===== src/rtl/irq_ctrl_pkg.sv =====
// Shared definitions for the interrupt controller: register map offsets,
// FSM state encoding and the default register window base.
package irq_ctrl_pkg;

    localparam logic [31:0] DEFAULT_BASE = 32'h0000_7F20;

    localparam logic [31:0] OFF_ACK     = 32'd0;
    localparam logic [31:0] OFF_MASK    = 32'd4;
    localparam logic [31:0] OFF_PENDING = 32'd8;
    localparam logic [31:0] OFF_EOI     = 32'd12;
    localparam logic [31:0] OFF_STATUS  = 32'd16;

    typedef enum logic [1:0] {
        ST_IDLE    = 2'd0,
        ST_REQ     = 2'd1,
        ST_SERVICE = 2'd2
    } irq_state_e;

endpackage


===== src/rtl/irq_prio_enc.sv =====
// Fixed-priority encoder: reports the lowest set bit index of vec.
module irq_prio_enc #(
    parameter  int N  = 6,
    localparam int IW = (N > 1) ? $clog2(N) : 1
) (
    input  logic [N-1:0]  vec,
    output logic [IW-1:0] idx,
    output logic          valid
);

    // Scan downward so the lowest set index is the last one written.
    always_comb begin
        idx   = '0;
        valid = |vec;
        for (int i = N - 1; i >= 0; i--) begin
            if (vec[i]) idx = IW'(i);
        end
    end

endmodule


===== src/rtl/irq_ctrl.sv =====
// Interrupt controller: edge-captured pending bits, mask, single-level
// request/service handshake with the CPU through a small register window.
// Optional acknowledge watchdog and STATUS register: IRQC_ACK_TIMEOUT_EN.
//
// state      | meaning
// -----------+------------------------------------------------------
// ST_IDLE    | no request outstanding, waiting for PENDING & MASK
// ST_REQ     | cpu_irq asserted with a frozen id, waiting for ACK
// ST_SERVICE | CPU is handling the interrupt, waiting for EOI
module irq_ctrl
    import irq_ctrl_pkg::*;
#(
    parameter int          NSRC        = 6,
    parameter logic [31:0] BASE        = DEFAULT_BASE,
    parameter int          ACK_TIMEOUT = 64
) (
    input  logic            clk,
    input  logic            reset,
    input  logic [NSRC-1:0] irq_src,
    input  logic [31:0]     reg_addr,
    input  logic [31:0]     reg_wdata,
    input  logic [3:0]      reg_byteen,
    input  logic            reg_re,
    output logic [31:0]     reg_rdata,
    output logic            cpu_irq,
    output logic [2:0]      cpu_irq_id,
    output logic            busy
);

    localparam int IW = (NSRC > 1) ? $clog2(NSRC) : 1;

    irq_state_e      state_q, state_nx;
    logic [NSRC-1:0] src_q, pending_q, mask_q;
    logic [NSRC-1:0] edge_set, lane_bits, w1c_clr, ack_clr;
    logic [NSRC-1:0] pending_nx, mask_nx, req_vec;
    logic            first_q;
    logic [2:0]      irq_id_q;
    logic [IW-1:0]   enc_idx;
    logic            enc_valid;
    logic            wr_en, ack_wr, eoi_wr, mask_wr, pend_wr, status_wr;
    logic            src_live, tmo_fire;
    logic [31:0]     status_rd, rdata_nx;
    logic            unused_ok;

    assign unused_ok = ^{reg_wdata[31:NSRC], 32'(ACK_TIMEOUT)};

    // Register write decode; ACK and EOI accept any nonzero byte enable.
    always_comb begin
        wr_en     = |reg_byteen;
        ack_wr    = wr_en && (reg_addr == BASE + OFF_ACK);
        mask_wr   = wr_en && (reg_addr == BASE + OFF_MASK);
        pend_wr   = wr_en && (reg_addr == BASE + OFF_PENDING);
        eoi_wr    = wr_en && (reg_addr == BASE + OFF_EOI);
        status_wr = wr_en && (reg_addr == BASE + OFF_STATUS);
        for (int i = 0; i < NSRC; i++) lane_bits[i] = reg_byteen[i/8];
    end

    // Next PENDING / MASK values; a fresh edge overrides any clear.
    always_comb begin
        edge_set   = first_q ? '0 : (irq_src & ~src_q);
        w1c_clr    = pend_wr ? (reg_wdata[NSRC-1:0] & lane_bits) : '0;
        ack_clr    = (ack_wr && state_q == ST_REQ) ? (NSRC'(1) << irq_id_q) : '0;
        pending_nx = (pending_q & ~w1c_clr & ~ack_clr) | edge_set;
        mask_nx    = mask_wr ? ((mask_q & ~lane_bits) | (reg_wdata[NSRC-1:0] & lane_bits))
                             : mask_q;
        src_live   = pending_nx[irq_id_q] & mask_nx[irq_id_q];
        req_vec    = pending_q & mask_q;
    end

    irq_prio_enc #(.N(NSRC)) u_prio (
        .vec   (req_vec),
        .idx   (enc_idx),
        .valid (enc_valid)
    );

    // Edge-detect history, PENDING and MASK; the first cycle out of reset
    // only loads history so lines held high through reset raise no edge.
    always_ff @(posedge clk) begin
        if (reset) begin
            src_q     <= '0;
            first_q   <= 1'b1;
            pending_q <= '0;
            mask_q    <= '0;
        end else begin
            src_q     <= irq_src;
            first_q   <= 1'b0;
            pending_q <= pending_nx;
            mask_q    <= mask_nx;
        end
    end

`ifdef IRQC_ACK_TIMEOUT_EN
    localparam int CW = $clog2(ACK_TIMEOUT) + 1;

    logic [CW-1:0] tmo_cnt_q;
    logic          status_q;

    assign tmo_fire  = (state_q == ST_REQ) && (tmo_cnt_q == '0) && !ack_wr && src_live;
    assign status_rd = {31'b0, status_q};

    // Down-counter loaded on REQ entry; terminal count ends the request.
    always_ff @(posedge clk) begin
        if (reset) begin
            tmo_cnt_q <= '0;
        end else if (state_q == ST_IDLE && state_nx == ST_REQ) begin
            tmo_cnt_q <= CW'(ACK_TIMEOUT - 1);
        end else if (state_q == ST_REQ && tmo_cnt_q != '0) begin
            tmo_cnt_q <= tmo_cnt_q - 1'b1;
        end
    end

    // Sticky timeout flag; a new timeout wins over a simultaneous clear.
    always_ff @(posedge clk) begin
        if (reset) begin
            status_q <= 1'b0;
        end else if (tmo_fire) begin
            status_q <= 1'b1;
        end else if (status_wr && reg_byteen[0] && reg_wdata[0]) begin
            status_q <= 1'b0;
        end
    end
`else
    logic unused_status;

    assign unused_status = status_wr;
    assign tmo_fire      = 1'b0;
    assign status_rd     = '0;
`endif

    // Next-state logic for the request/service handshake.
    always_comb begin
        state_nx = state_q;
        case (state_q)
            ST_IDLE: begin
                if (enc_valid) state_nx = ST_REQ;
            end
            ST_REQ: begin
                if (ack_wr)                    state_nx = ST_SERVICE;
                else if (!src_live || tmo_fire) state_nx = ST_IDLE;
            end
            ST_SERVICE: begin
                if (eoi_wr) state_nx = ST_IDLE;
            end
            default: state_nx = ST_IDLE;
        endcase
    end

    // State register and id latch; the id only moves on IDLE->REQ.
    always_ff @(posedge clk) begin
        if (reset) begin
            state_q  <= ST_IDLE;
            irq_id_q <= '0;
        end else begin
            state_q <= state_nx;
            if (state_q == ST_IDLE && enc_valid) irq_id_q <= 3'(enc_idx);
        end
    end

    // Read mux for the register window; unmapped offsets read as zero.
    always_comb begin
        rdata_nx = '0;
        if (reg_re) begin
            case (reg_addr)
                BASE + OFF_MASK:    rdata_nx = 32'(mask_q);
                BASE + OFF_PENDING: rdata_nx = 32'(pending_q);
                BASE + OFF_STATUS:  rdata_nx = status_rd;
                default:            rdata_nx = '0;
            endcase
        end
    end

    // Read data is registered and returns to zero when no read was issued.
    always_ff @(posedge clk) begin
        if (reset) reg_rdata <= '0;
        else       reg_rdata <= rdata_nx;
    end

    assign cpu_irq    = (state_q == ST_REQ);
    assign busy       = (state_q == ST_SERVICE);
    assign cpu_irq_id = irq_id_q;

endmodule


===== config.mk =====
export PLATFORM = sky130hd
export DESIGN_NAME = irq_ctrl
export DESIGN_NICKNAME = d
export VERILOG_FILES = /design/src/rtl/irq_ctrl_pkg.sv /design/src/rtl/irq_prio_enc.sv /design/src/rtl/irq_ctrl.sv
export SDC_FILE = /design/constraint.sdc
export NUM_CORES = 1
export LEC_CHECK = 0
export BUFFER_PORTS_ARGS = -buffer_cell sky130_fd_sc_hd__buf_4
export CAP_MARGIN = 20
export CORE_ASPECT_RATIO = 2
export CORE_UTILIZATION = 43
export CTS_CLUSTER_SIZE = 10
export DETAILED_ROUTE_END_ITERATION = 16
export GPL_ROUTABILITY_DRIVEN = 0
export GPL_TIMING_DRIVEN = 0
export PLACE_DENSITY = 0.91
export SLEW_MARGIN = 20
export SYNTH_ARGS = -nofsm -noshare
export SYNTH_HDL_FRONTEND = slang
export SYNTH_SLANG_ARGS = --single-unit

===== constraint.sdc =====
create_clock -name clk -period 2.9 [get_ports clk]
set_clock_uncertainty 0.15 [all_clocks]
set_input_delay 0 -clock clk [delete_from_list [all_inputs] [get_ports clk]]
set_output_delay 0 -clock clk [all_outputs]
set_load 0.05 [all_outputs]

==> reports/summary.txt <==
Async SR Flop Fraction: 0%
CTS tree: yes
# DRC: 0
Synth area leader: dfxtp_1
DP Wirelength: 4015 µm
Overall Global Routing Usage: 25.81%
Lkg Pwr: 1.155 nW
Power Internal: 0.7060 mW
Routed vias/inst: 5.300
Layout cells sized above 1: 32.01%
Hold/Removal Path Class: input pin to flip-flop
CP Capture Type: flip-flop
Setup ws final: 387.0 ps
Total number of vias: 2014
Clock group share of total power: 33.6%
Logic pwr share: 22.9%
EDFF count, synth: 0
Power, Total: 0.9928 mW
Io pins: 114
Die area: 4471 µm²
Top cells by area, synth: dfxtp_1, buf_4, nor2_1
P&R area growth vs syn: 46.56%
Crit path arrival time: 2550 ps
VDD IR max: 0.3395 mV
Initial DRC count: 134
Die Ht: 93.58 µm
Largest net degree at the start of global routing: 11
Die X: 47.79 µm
Synth top area share: 33.31%
Max Clock Freq: 397.9 MHz
DR WL/cell: 13.79 µm
Mapped Area: 1803 µm²
Outcome: complete, no violations
Detailed Route WL: 5241 µm
Synth warn: 0
Final worst path period need: 2513 ps
Max Cap Viol: 0
RSZ-0062 raised after global routing: false
Post-cts sizing count: 0
Final Net Count: 406
Seq/Total Area, Yosys: 33.31%
Final setup violation count: 0
Final period utilization: 86.65%
Sw Pwr: 0.2868 mW
Kind of critical path: flip-flop to flip-flop
Final setup TNS: 0 ps
Switching part of the total power: 28.89%
Worst-Skew Late Latency: 290 ps
H-tree levels: 2
1st-pass router iterations: 4
Slew Limit Fails: 0
Number of synthesized register bits: 30
Remaining antenna violation count: 0
Power Density: 375.7 nW/µm²
Core Area: 4046 µm²
Vias in the first global route: 1849
Top FF cell, synth: dfxtp_1
Standard-cell rows: 33
Cells after synthesis: 222
First-pass GRT wire length: 8286 µm
Hold_ws: 54.78 ps
Gr ovfl total: 0
Initial antenna violation count: 0
Clock Pin Slew Worst Setup and Hold Paths: 60 ps
Worst slack at placement: 367.2 ps
Clk sink count: 30
Synth Area per Inst: 8.122 µm²
CP required: 2930 ps
Diodes inserted: 0
Starting density of the core: 44.56%
Slew margin rel.: 48.85%
Final hold vios: 0
Clk buf depth: 2
Yosys cell types: 51
Buffers on Ports: 61
Crit path launch type: flip-flop
CTS root buf: clkbuf_8
TritonCTS buffer count: 5
Worst-Margin Slew: 765.6 ps
Sequential share of power: 43.5%
Worst Path Max Fanout: 8
-- cells in the mapped netlist, drive strengths merged (2+ instances only) --
master	instances
o21ai	3
mux2i	5
nor4	8
or3	2
nand3	6
and3	2
o41ai	4
nor3	9
a22oi	6
a41oi	2
nor2	29
inv	8
dfxtp	30
nor2b	13
nand4	2
buf	29
clkbuf	5
a31oi	3
nand2	15
a211oi	3
nor3b	3
nor4b	2
a22o	2
a21oi	9
o21a	2
mux2	2
a221oi	2
-- critical path: stages, from the launching register on --
cell and delay (ps):
dfxtp_1 440, nor3b_1 670, nand3_1 150, nor4_1 220, o21ai_1 120, a221oi_1 360, nor4_2 110, o21a_1 190
-- power by group through the flow --
stage	registers [mW]	clock network [mW]	logic [mW]
floorplan	0.438	0	0.141
global placement	0.440	0	0.207
detailed placement	0.440	0	0.210
CTS	0.431	0.334	0.225
global route	0.433	0.353	0.244
finish	0.432	0.333	0.228
-- metrics by stage --
step	util (%)	std cells	area (µm²)
floorplan	-	247	1897
global placement	59.80	360	2420
detailed placement	59.80	360	2420
CTS	65.31	380	2643
global route	65.31	380	2643
finish	65.31	380	2643
-- registers in the layout, summed over array words and instances, names as in the netlist --
| signal | count |
|---|---|
| mask_q | 6 |
| pending_q | 6 |
| reg_rdata | 6 |
| src_q | 6 |
| cpu_irq_id | 3 |
| state_q | 2 |
| first_q | 1 |
-- cell families (layout without fill, tap and decap cells) --
kind of cell	after synthesis	in the layout	share of synthesized area, %
and+or+nand+nor	97	97	29.42
AOI/OAI and AO/OA	45	45	18.53
buffers and inverters	42	123	14.50
DFF	30	30	33.31
muxes	7	7	4.025
other	1	26	0.2080
-- layout by cell type, fill, tap and decap left out, types with 2 or more instances in the layout --
cell,netlist,layout
a211oi_1,3,3
o41ai_1,4,4
a31oi_1,3,3
nand4_1,2,2
a22oi_1,6,6
and3_1,2,2
o21a_1,2,2
mux2i_1,5,5
nor3b_1,3,3
nor4_1,7,7
conb_1,1,26
buf_4,27,88
a41oi_1,2,2
clkbuf_1,5,5
a21oi_1,9,9
a22o_1,2,2
nor3_1,7,7
nor2_1,29,29
mux2_2,2,2
inv_1,8,8
nand3_1,6,6
o21ai_1,2,2
dfxtp_1,30,30
or3_1,2,2
buf_2,2,2
dlygate4sd3_1,0,14
clkbuf_8,0,6
nor2b_1,13,13
nand2_1,14,14
-- per-layer routing --
metal	share of wire, %	global-route usage, %
met5	0	0
met3	6.4	6.371
met1	34	25.72
met2	55	44.14
met4	4.0	15.51
-- repair_timing --
action,4_1_cts,5_1_grt
hold buffers,14,0
setup buffers,0,0
endpoints found under the setup margin,0,0
hold endpoints to repair,22,0
-- final cells by class --
type	instances	area, µm²
multi-input cells	175	1035
clock buffers	6	82.58
fillers	358	1404
inverters	8	30.03
plain buffers	34	231.5
repair buffers	75	598.1
well taps	52	65.06
flip-flops and latches	30	600.6
-- final timing paths --
path / from / end / slack (ps) / cells after the start
setup / recovery: state_q[0] / state_q[0] / 390 / 7
hold / removal: reg_addr[2] / pending_q[4] / 50 / 4
setup reg to reg: state_q[0] / state_q[0] / 390 / 7
hold reg to reg: pending_q[4] / reg_rdata[4] / 400 / 2
(Power assumes the default switching activity.)
